### src/rtl/bet_pkg.sv
// Shared types and constants for the Block Erase Table port sequencer.
package bet_pkg;

  localparam int ADDR_W_DEF   = 12;
  localparam int BET_SIZE_DEF = 4096;
  localparam int CNT_W_DEF    = 32;
  localparam int RAM_RD_LAT   = 1;

  localparam logic WL_OP_READ  = 1'b0;
  localparam logic WL_OP_CLEAR = 1'b1;

  typedef enum logic [3:0] {
    INIT_SWEEP,
    IDLE,
    E_RD,
    E_CHK,
    E_WR,
    W_RD,
    W_CHK,
    CLR_SWEEP,
    ACK
  } bet_state_e;

endpackage

### src/rtl/bet_port_sequencer_if.sv
// Requester-side bus of the BET sequencer: erase-notify path and wear-leveling path.
interface bet_port_sequencer_if #(
  parameter int ADDR_W = 12
);
  // Handshake: req is a level held (with stable addr/op) until the matching
  // ack pulses for one cycle; the requester drops req in the cycle after ack,
  // and a req still high when the sequencer is idle counts as a new request.
  logic              erase_req;
  logic [ADDR_W-1:0] erase_addr;
  logic              erase_ack;
  logic              wl_req;
  logic              wl_op;
  logic [ADDR_W-1:0] wl_addr;
  logic              wl_ack;
  logic              wl_rdata;

  modport master (
    output erase_req, erase_addr, wl_req, wl_op, wl_addr,
    input  erase_ack, wl_ack, wl_rdata
  );

  modport slave (
    input  erase_req, erase_addr, wl_req, wl_op, wl_addr,
    output erase_ack, wl_ack, wl_rdata
  );
endinterface

### src/rtl/bet_rr_arb2.sv
// Two-way round-robin arbiter: bit 0 = erase, bit 1 = wear-leveling.
module bet_rr_arb2 (
  input  logic       clk_50,
  input  logic       rst,
  input  logic [1:0] req,
  input  logic       update,
  output logic [1:0] grant
);
  logic favour_wl;

  always_comb begin
    grant = req;
    if (&req) grant = favour_wl ? 2'b10 : 2'b01;
  end

  // The pointer only moves when both sides actually contended.
  always_ff @(posedge clk_50 or negedge rst) begin
    if (!rst) favour_wl <= 1'b0;
    else if (update && (&req)) favour_wl <= ~favour_wl;
  end
endmodule

### src/rtl/bet_port_sequencer.sv
// Serialises all accesses to the single-port 1-bit BET RAM and keeps erase/flag counts.
module bet_port_sequencer
  import bet_pkg::*;
#(
  parameter int ADDR_W   = ADDR_W_DEF,
  parameter int BET_SIZE = BET_SIZE_DEF,
  parameter int CNT_W    = CNT_W_DEF
) (
  input  logic                clk_50,
  input  logic                rst,
  bet_port_sequencer_if.slave bus,
  output logic [ADDR_W-1:0]   ram_addr,
  output logic                ram_w_en,
  output logic                ram_w,
  input  logic                ram_r,
  output logic [CNT_W-1:0]    e_cnt,
  output logic [ADDR_W:0]     f_cnt,
  output logic                init_done,
  output bet_state_e          dbg_state
);
  localparam logic [ADDR_W:0] SWEEP_END = (ADDR_W+1)'(BET_SIZE);

  bet_state_e      state;
  logic [ADDR_W:0] sweep_cnt;
  logic [1:0]      grant;

  function automatic logic [CNT_W-1:0] sat_inc(input logic [CNT_W-1:0] v);
    return (v == {CNT_W{1'b1}}) ? v : v + 1'b1;
  endfunction

  bet_rr_arb2 u_arb (
    .clk_50 (clk_50),
    .rst    (rst),
    .req    ({bus.wl_req, bus.erase_req}),
    .update (state == IDLE),
    .grant  (grant)
  );

  assign dbg_state = state;

  always_ff @(posedge clk_50 or negedge rst) begin
    if (!rst) begin
      state         <= INIT_SWEEP;
      sweep_cnt     <= '0;
      ram_addr      <= '0;
      ram_w_en      <= 1'b0;
      ram_w         <= 1'b0;
      e_cnt         <= '0;
      f_cnt         <= '0;
      init_done     <= 1'b0;
      bus.erase_ack <= 1'b0;
      bus.wl_ack    <= 1'b0;
      bus.wl_rdata  <= 1'b0;
    end else begin
      bus.erase_ack <= 1'b0;
      bus.wl_ack    <= 1'b0;
      case (state)
        // Both sweeps share the zero-fill walk; the counter is one bit wider
        // than the address so the end compare cannot wrap.
        INIT_SWEEP, CLR_SWEEP: begin
          if (sweep_cnt == SWEEP_END) begin
            ram_w_en  <= 1'b0;
            sweep_cnt <= '0;
            if (state == INIT_SWEEP) begin
              init_done <= 1'b1;
              state     <= IDLE;
            end else begin
              e_cnt      <= '0;
              f_cnt      <= '0;
              bus.wl_ack <= 1'b1;
              state      <= ACK;
            end
          end else begin
            ram_addr  <= sweep_cnt[ADDR_W-1:0];
            ram_w_en  <= 1'b1;
            ram_w     <= 1'b0;
            sweep_cnt <= sweep_cnt + 1'b1;
          end
        end
        IDLE: begin
          if (grant[0]) begin
            ram_addr <= bus.erase_addr;
            state    <= E_RD;
          end else if (grant[1]) begin
            if (bus.wl_op == WL_OP_CLEAR) begin
              ram_addr  <= '0;
              ram_w_en  <= 1'b1;
              ram_w     <= 1'b0;
              sweep_cnt <= {{ADDR_W{1'b0}}, 1'b1};
              state     <= CLR_SWEEP;
            end else begin
              ram_addr <= bus.wl_addr;
              state    <= W_RD;
            end
          end
        end
        E_RD:  state <= E_CHK;
        E_CHK: begin
          if (!ram_r) begin
            ram_w_en <= 1'b1;
            ram_w    <= 1'b1;
            state    <= E_WR;
          end else begin
            e_cnt         <= sat_inc(e_cnt);
            bus.erase_ack <= 1'b1;
            state         <= ACK;
          end
        end
        E_WR: begin
          ram_w_en      <= 1'b0;
          ram_w         <= 1'b0;
          e_cnt         <= sat_inc(e_cnt);
          f_cnt         <= f_cnt + 1'b1;
          bus.erase_ack <= 1'b1;
          state         <= ACK;
        end
        W_RD:  state <= W_CHK;
        W_CHK: begin
          bus.wl_rdata <= ram_r;
          bus.wl_ack   <= 1'b1;
          state        <= ACK;
        end
        ACK:     state <= IDLE;
        default: state <= IDLE;
      endcase
    end
  end
endmodule
### src/flat_wrapper.sv
// flat-port wrapper written by rule: the top's interface ports become plain ports
module bet_port_sequencer_flat import bet_pkg::*;
#(
  parameter int ADDR_W   = ADDR_W_DEF,
  parameter int BET_SIZE = BET_SIZE_DEF,
  parameter int CNT_W    = CNT_W_DEF
)
  (clk_50, rst, ram_addr, ram_w_en, ram_w, ram_r, e_cnt, f_cnt, init_done, dbg_state, bus_erase_req, bus_erase_addr, bus_wl_req, bus_wl_op, bus_wl_addr, bus_erase_ack, bus_wl_ack, bus_wl_rdata);
  bet_port_sequencer_if #(.ADDR_W(ADDR_W)) bus_i ();
  input  logic clk_50;
  input  logic rst;
  output logic [ADDR_W-1:0] ram_addr;
  output logic ram_w_en;
  output logic ram_w;
  input  logic ram_r;
  output logic [CNT_W-1:0] e_cnt;
  output logic [ADDR_W:0] f_cnt;
  output logic init_done;
  output bet_state_e dbg_state;
  input wire logic [$bits(bus_i.erase_req)-1:0] bus_erase_req;
  input wire logic [$bits(bus_i.erase_addr)-1:0] bus_erase_addr;
  input wire logic [$bits(bus_i.wl_req)-1:0] bus_wl_req;
  input wire logic [$bits(bus_i.wl_op)-1:0] bus_wl_op;
  input wire logic [$bits(bus_i.wl_addr)-1:0] bus_wl_addr;
  output wire logic [$bits(bus_i.erase_ack)-1:0] bus_erase_ack;
  output wire logic [$bits(bus_i.wl_ack)-1:0] bus_wl_ack;
  output wire logic [$bits(bus_i.wl_rdata)-1:0] bus_wl_rdata;
  assign bus_i.erase_req = bus_erase_req;
  assign bus_i.erase_addr = bus_erase_addr;
  assign bus_i.wl_req = bus_wl_req;
  assign bus_i.wl_op = bus_wl_op;
  assign bus_i.wl_addr = bus_wl_addr;
  assign bus_erase_ack = bus_i.erase_ack;
  assign bus_wl_ack = bus_i.wl_ack;
  assign bus_wl_rdata = bus_i.wl_rdata;
  bet_port_sequencer #(.ADDR_W(ADDR_W), .BET_SIZE(BET_SIZE), .CNT_W(CNT_W)) u_core (.clk_50(clk_50), .rst(rst), .bus(bus_i), .ram_addr(ram_addr), .ram_w_en(ram_w_en), .ram_w(ram_w), .ram_r(ram_r), .e_cnt(e_cnt), .f_cnt(f_cnt), .init_done(init_done), .dbg_state(dbg_state));
endmodule
### config.mk
export PLATFORM = sky130hd
export DESIGN_NAME = bet_port_sequencer_flat
export DESIGN_NICKNAME = d
export VERILOG_FILES = /design/src/rtl/bet_pkg.sv /design/src/rtl/bet_port_sequencer_if.sv /design/src/rtl/bet_rr_arb2.sv /design/src/rtl/bet_port_sequencer.sv /design/src/flat_wrapper.sv
export SDC_FILE = /design/constraint.sdc
export NUM_CORES = 1
export LEC_CHECK = 0
export BUFFER_PORTS_ARGS = -buffer_cell sky130_fd_sc_hd__buf_4
export CORE_MARGIN = 2
export CORE_UTILIZATION = 30
export DETAILED_ROUTE_END_ITERATION = 8
export MAX_ROUTING_LAYER = met4
export PLACE_DENSITY = 0.55
export SETUP_SLACK_MARGIN = 0.02
export SLEW_MARGIN = 40
export SYNTH_ARGS = -nofsm -noshare
export SYNTH_HDL_FRONTEND = slang
export SYNTH_SLANG_ARGS = --single-unit
### constraint.sdc
create_clock -name clk_50 -period 3.22 [get_ports clk_50]
set_clock_uncertainty 0.05 [all_clocks]
set_input_delay 0.322 -clock clk_50 [delete_from_list [all_inputs] [get_ports clk_50]]
set_output_delay 0.322 -clock clk_50 [all_outputs]
set_load 0.05 [all_outputs]
==> results by group <==
Outcome
  • Outcome: finished, violations left
  • Violated checks: negative hold slack

Clock network
  • Htree depth: 3
  • Clock latency on the worst-skew pair: 0.34 ns
  • Root buf cell: clkbuf_16
  • CTS Hold Bufs: 0
  • # Post-CTS Setup Buffers: 0
  • CTS sink cnt: 81
  • Post-CTS resize count: 0
  • Worst-path clk slew: 0.07 ns
  • Clock buffer depth: 2
  • CTS tree: built
  • Clock buffer count from CTS: 9

Drt
  • DR vias: 4397
  • WL per Instance: 15.9 µm
  • # DRC: 0
  • Via-to-Cell Ratio: 5.29
  • Drt pass-1 iters: 4
  • Remaining antenna violation count: 0
  • Wirelength, routed: 13200 µm
  • DRT iter0 DRCs: 362

Global route
  • GR Util All Layers: 16.8%
  • Largest net degree at the start of global routing: 82
  • Gr busiest metal: met2
  • Met1 Use GR: 22.7%
  • GRT met2 Usage: 24.5%
  • Met3 Usage GRT: 3.73%
  • Grt ovf: 0
  • First-pass GRT wire length: 21700 µm
  • Initial antenna violation count: 0
  • Vias in the first global route: 4231

Floorplanning
  • Total die area: 16900 µm²
  • Ports: 97
  • Initial core utilization: 30.4%
  • Num rows: 46
  • Vert. Die Dim: 130 µm
  • Core Box Area: 15700 µm²
  • Die width: 130 µm

STA
  • Hold Slack: -0.0414 ns
  • Tcrit/Tclk final: 80.0%
  • Setup TNS: 0 ns
  • Minimum clock period: 2.58 ns
  • RSZ-0062 raised after global routing: false
  • # setup viols final: 0
  • Slew margin rel.: 54.2%
  • Slew Viols, Final: 0
  • Max Freq: 0.388 GHz
  • Worst slew pin tran: 0.685 ns
  • Final Hold Violating Endpoints: 29
  • Worst setup margin: 0.644 ns

Finish
  • Final Util: 38.2%
  • Design area: 6010 µm²
  • Area growth syn-to-layout: 25.9%
  • Share of cells above drive strength 1: 26.3%
  • NumNets Final: 644
  • Diodes inserted: 0

Flow run
  • Max-Cap Viols: 0

Setup path
  • Startpoint types: flop
  • Worst setup EP type: flop
  • Critical Path Slowest Stage Cell: a211oi_4
  • WP data required: 3.40 ns
  • Largest stage delay on the critical path: 0.63 ns
  • CP Class: reg -> reg
  • WP data arrival: 2.75 ns
  • Crit Path Max Fanout: 15
  • Worst path cell trace: or3_1 -> a21o_1 -> nor2_1 -> a211oi_4 -> mux2_2

Power
  • Clk pwr share: 19.9%
  • Sequential share of power: 31.4%
  • Psw: 0.00237 W
  • Leakage power: 2.57 nW
  • Pwr Density: 837 nW/µm²
  • Int Pwr: 0.00266 W
  • Sw Ratio: 47.1%
  • Comb power frac: 48.7%
  • Max VDD drop: 328 µV

Logic synthesis
  • Synthesized flop and latch total: 81
  • Synthesized instance count: 523
  • Synth Flop Type: dfrtp_1
  • Ys Warns: 0
  • Register area share after synthesis: 42.5%
  • Syn nets: 557
  • Ys async rst share: 100%
  • Post-synth EDFFs: 0
  • Yosys cell types: 68
  • Synth Area per Inst: 9.12 µm²
  • Post-Syn Area: 4770 µm²

Placed design
  • I/O Buffers: 96
  • RePlAce Congestion: 0.895
  • Post-place instance area: 5710 µm²
  • DP HPWL: 9390 µm
  • Pre-CTS WS: 0.705 ns

Worst hold path
  • Type of the most critical hold path: in -> async
==> power by group through the flow <==
stage          Clock, W  Combinational [W]  Sequential, W
5_1_grt         0.00108            0.00264        0.00163
4_1_cts         0.00104            0.00246        0.00158
3_5_place_dp          0            0.00245        0.00159
6_report        0.00100            0.00245        0.00158
3_3_place_gp          0            0.00241        0.00158
2_1_floorplan         0            0.00125        0.00209
==> metal layers <==
| metal | share of wire (%) | up-vias |
|---|---|---|
| met4 | 1.9 | 0 |
| met5 | 0 | - |
| met3 | 5.7 | 20 |
| li1 | - | 2114 |
| met1 | 47 | 2132 |
| met2 | 45 | 131 |
==> synthesized netlist by cell type (all sizes together), types with 2 or more instances <==
cell type | n | share of area [%]
nor2 | 34 | 2.7
nand3 | 23 | 2.5
nor4 | 8 | 1.5
a21boi | 2 | 0.31
inv | 21 | 1.7
nor2b | 3 | 0.39
nor4b | 4 | 1.6
dfrtp | 81 | 42
or3 | 6 | 0.79
nand2 | 47 | 3.7
nor3 | 16 | 1.9
o31a | 2 | 0.37
nand3b | 3 | 0.47
nor3b | 13 | 2.0
nand2b | 8 | 1.0
ha | 4 | 1.0
xor2 | 7 | 1.3
and3 | 5 | 0.66
and4 | 4 | 0.73
a41oi | 2 | 0.37
o21ai | 35 | 3.7
xnor2 | 12 | 2.2
a21o | 3 | 0.47
mux2i | 3 | 0.63
nand4 | 19 | 2.9
mux2 | 13 | 3.1
a21oi | 37 | 4.0
clkbuf | 18 | 1.5
a221o | 2 | 0.42
o211ai | 6 | 1.2
or4 | 6 | 0.94
a211oi | 8 | 1.4
a31oi | 34 | 4.7
buf | 16 | 2.1
==> path summary, 6_finish.rpt <==
| path | slack [ns] | to | start | cells past startpoint |
|---|---|---|---|---|
| min in group clk_50 | 0.23 | u_core.bus.wl_rdata | ram_r | 2 |
| hold / removal | -0.04 | u_core.e_cnt[16] | rst | 1 |
| max in group asynchronous | 2.69 | u_core.ram_w | rst | 1 |
| hold reg to reg | 0.44 | u_core.init_done | u_core.init_done | 1 |
| setup reg to reg | 0.64 | u_core.ram_addr[8] | u_core.dbg_state[2] | 5 |
| setup / recovery | 0.64 | u_core.ram_addr[8] | u_core.dbg_state[2] | 5 |
==> registers in the layout (all words and copies together) (netlist names) <==
name	cells
u_core.e_cnt	32
u_core.ram_w	1
u_core.ram_addr	12
u_core.sweep_cnt	13
u_core.bus.wl_ack	1
u_core.bus.wl_rdata	1
u_core.ram_w_en	1
u_core.u_arb.favour_wl	1
u_core.dbg_state	4
u_core.init_done	1
u_core.bus.erase_ack	1
u_core.f_cnt	13
==> cell families after synthesis <==
family	after synthesis	synth area share (%)
buffers and inverters	56	5.35
xor gates and xnor gates	19	3.49
adders and majority gates	4	1.05
DFF	81	42.5
and+or+nand+nor	205	25.0
muxes	16	3.70
AOI/OAI and AO/OA	142	18.9
==> cell usage in the layout, fill, tap and decap left out, types with 3 or more instances in the layout <==
cell type / n
a21o_1: 3
a211oi_1: 7
dfrtp_1: 81
nor4_1: 6
nand4_1: 17
or3_1: 6
nand3_1: 22
o21ai_0: 32
inv_1: 21
clkinv_4: 4
mux2_2: 13
and3_1: 5
o211ai_1: 4
buf_4: 109
nand2b_1: 8
nand3b_1: 3
a31oi_1: 32
or4_1: 6
o21ai_1: 3
clkbuf_8: 3
xnor2_1: 12
ha_1: 4
clkbuf_16: 9
xor2_1: 7
a21oi_1: 36
nor3_1: 14
nor2_1: 34
nand2_1: 47
nor3b_1: 13
mux2i_1: 3
and4_1: 4
==> critical path, delay by kind of cell, from the launching register on <==
family	cells	cell delay, ns
AOI/OAI and AO/OA	2	1.07
DFF	1	0.57
muxes	1	0.41
and+or+nand+nor	2	0.35
==> through the flow <==
| step | total power, W | instances |
|---|---|---|
| after floorplan | 0.00334 | 523 |
| after CTS | 0.00508 | 831 |
| after global placement | 0.00399 | 815 |
| after detailed placement | 0.00404 | 815 |
| after global routing | 0.00534 | 831 |
| final | 0.00503 | 831 |
==> area by class of cell <==
| class | count | area (µm²) |
|---|---|---|
| Sequential cell | 81 | 2030 |
| Timing Repair Buffer | 110 | 832 |
| Multi-Input combinational cell | 386 | 2500 |
| Clock buffer | 11 | 253 |
| Fill cell | 1597 | 9700 |
| Clock inverter | 5 | 40.0 |
| Tap cell | 216 | 270 |
| Inverter | 22 | 82.6 |
No activity file was read; power rests on OpenSTA's default activity.
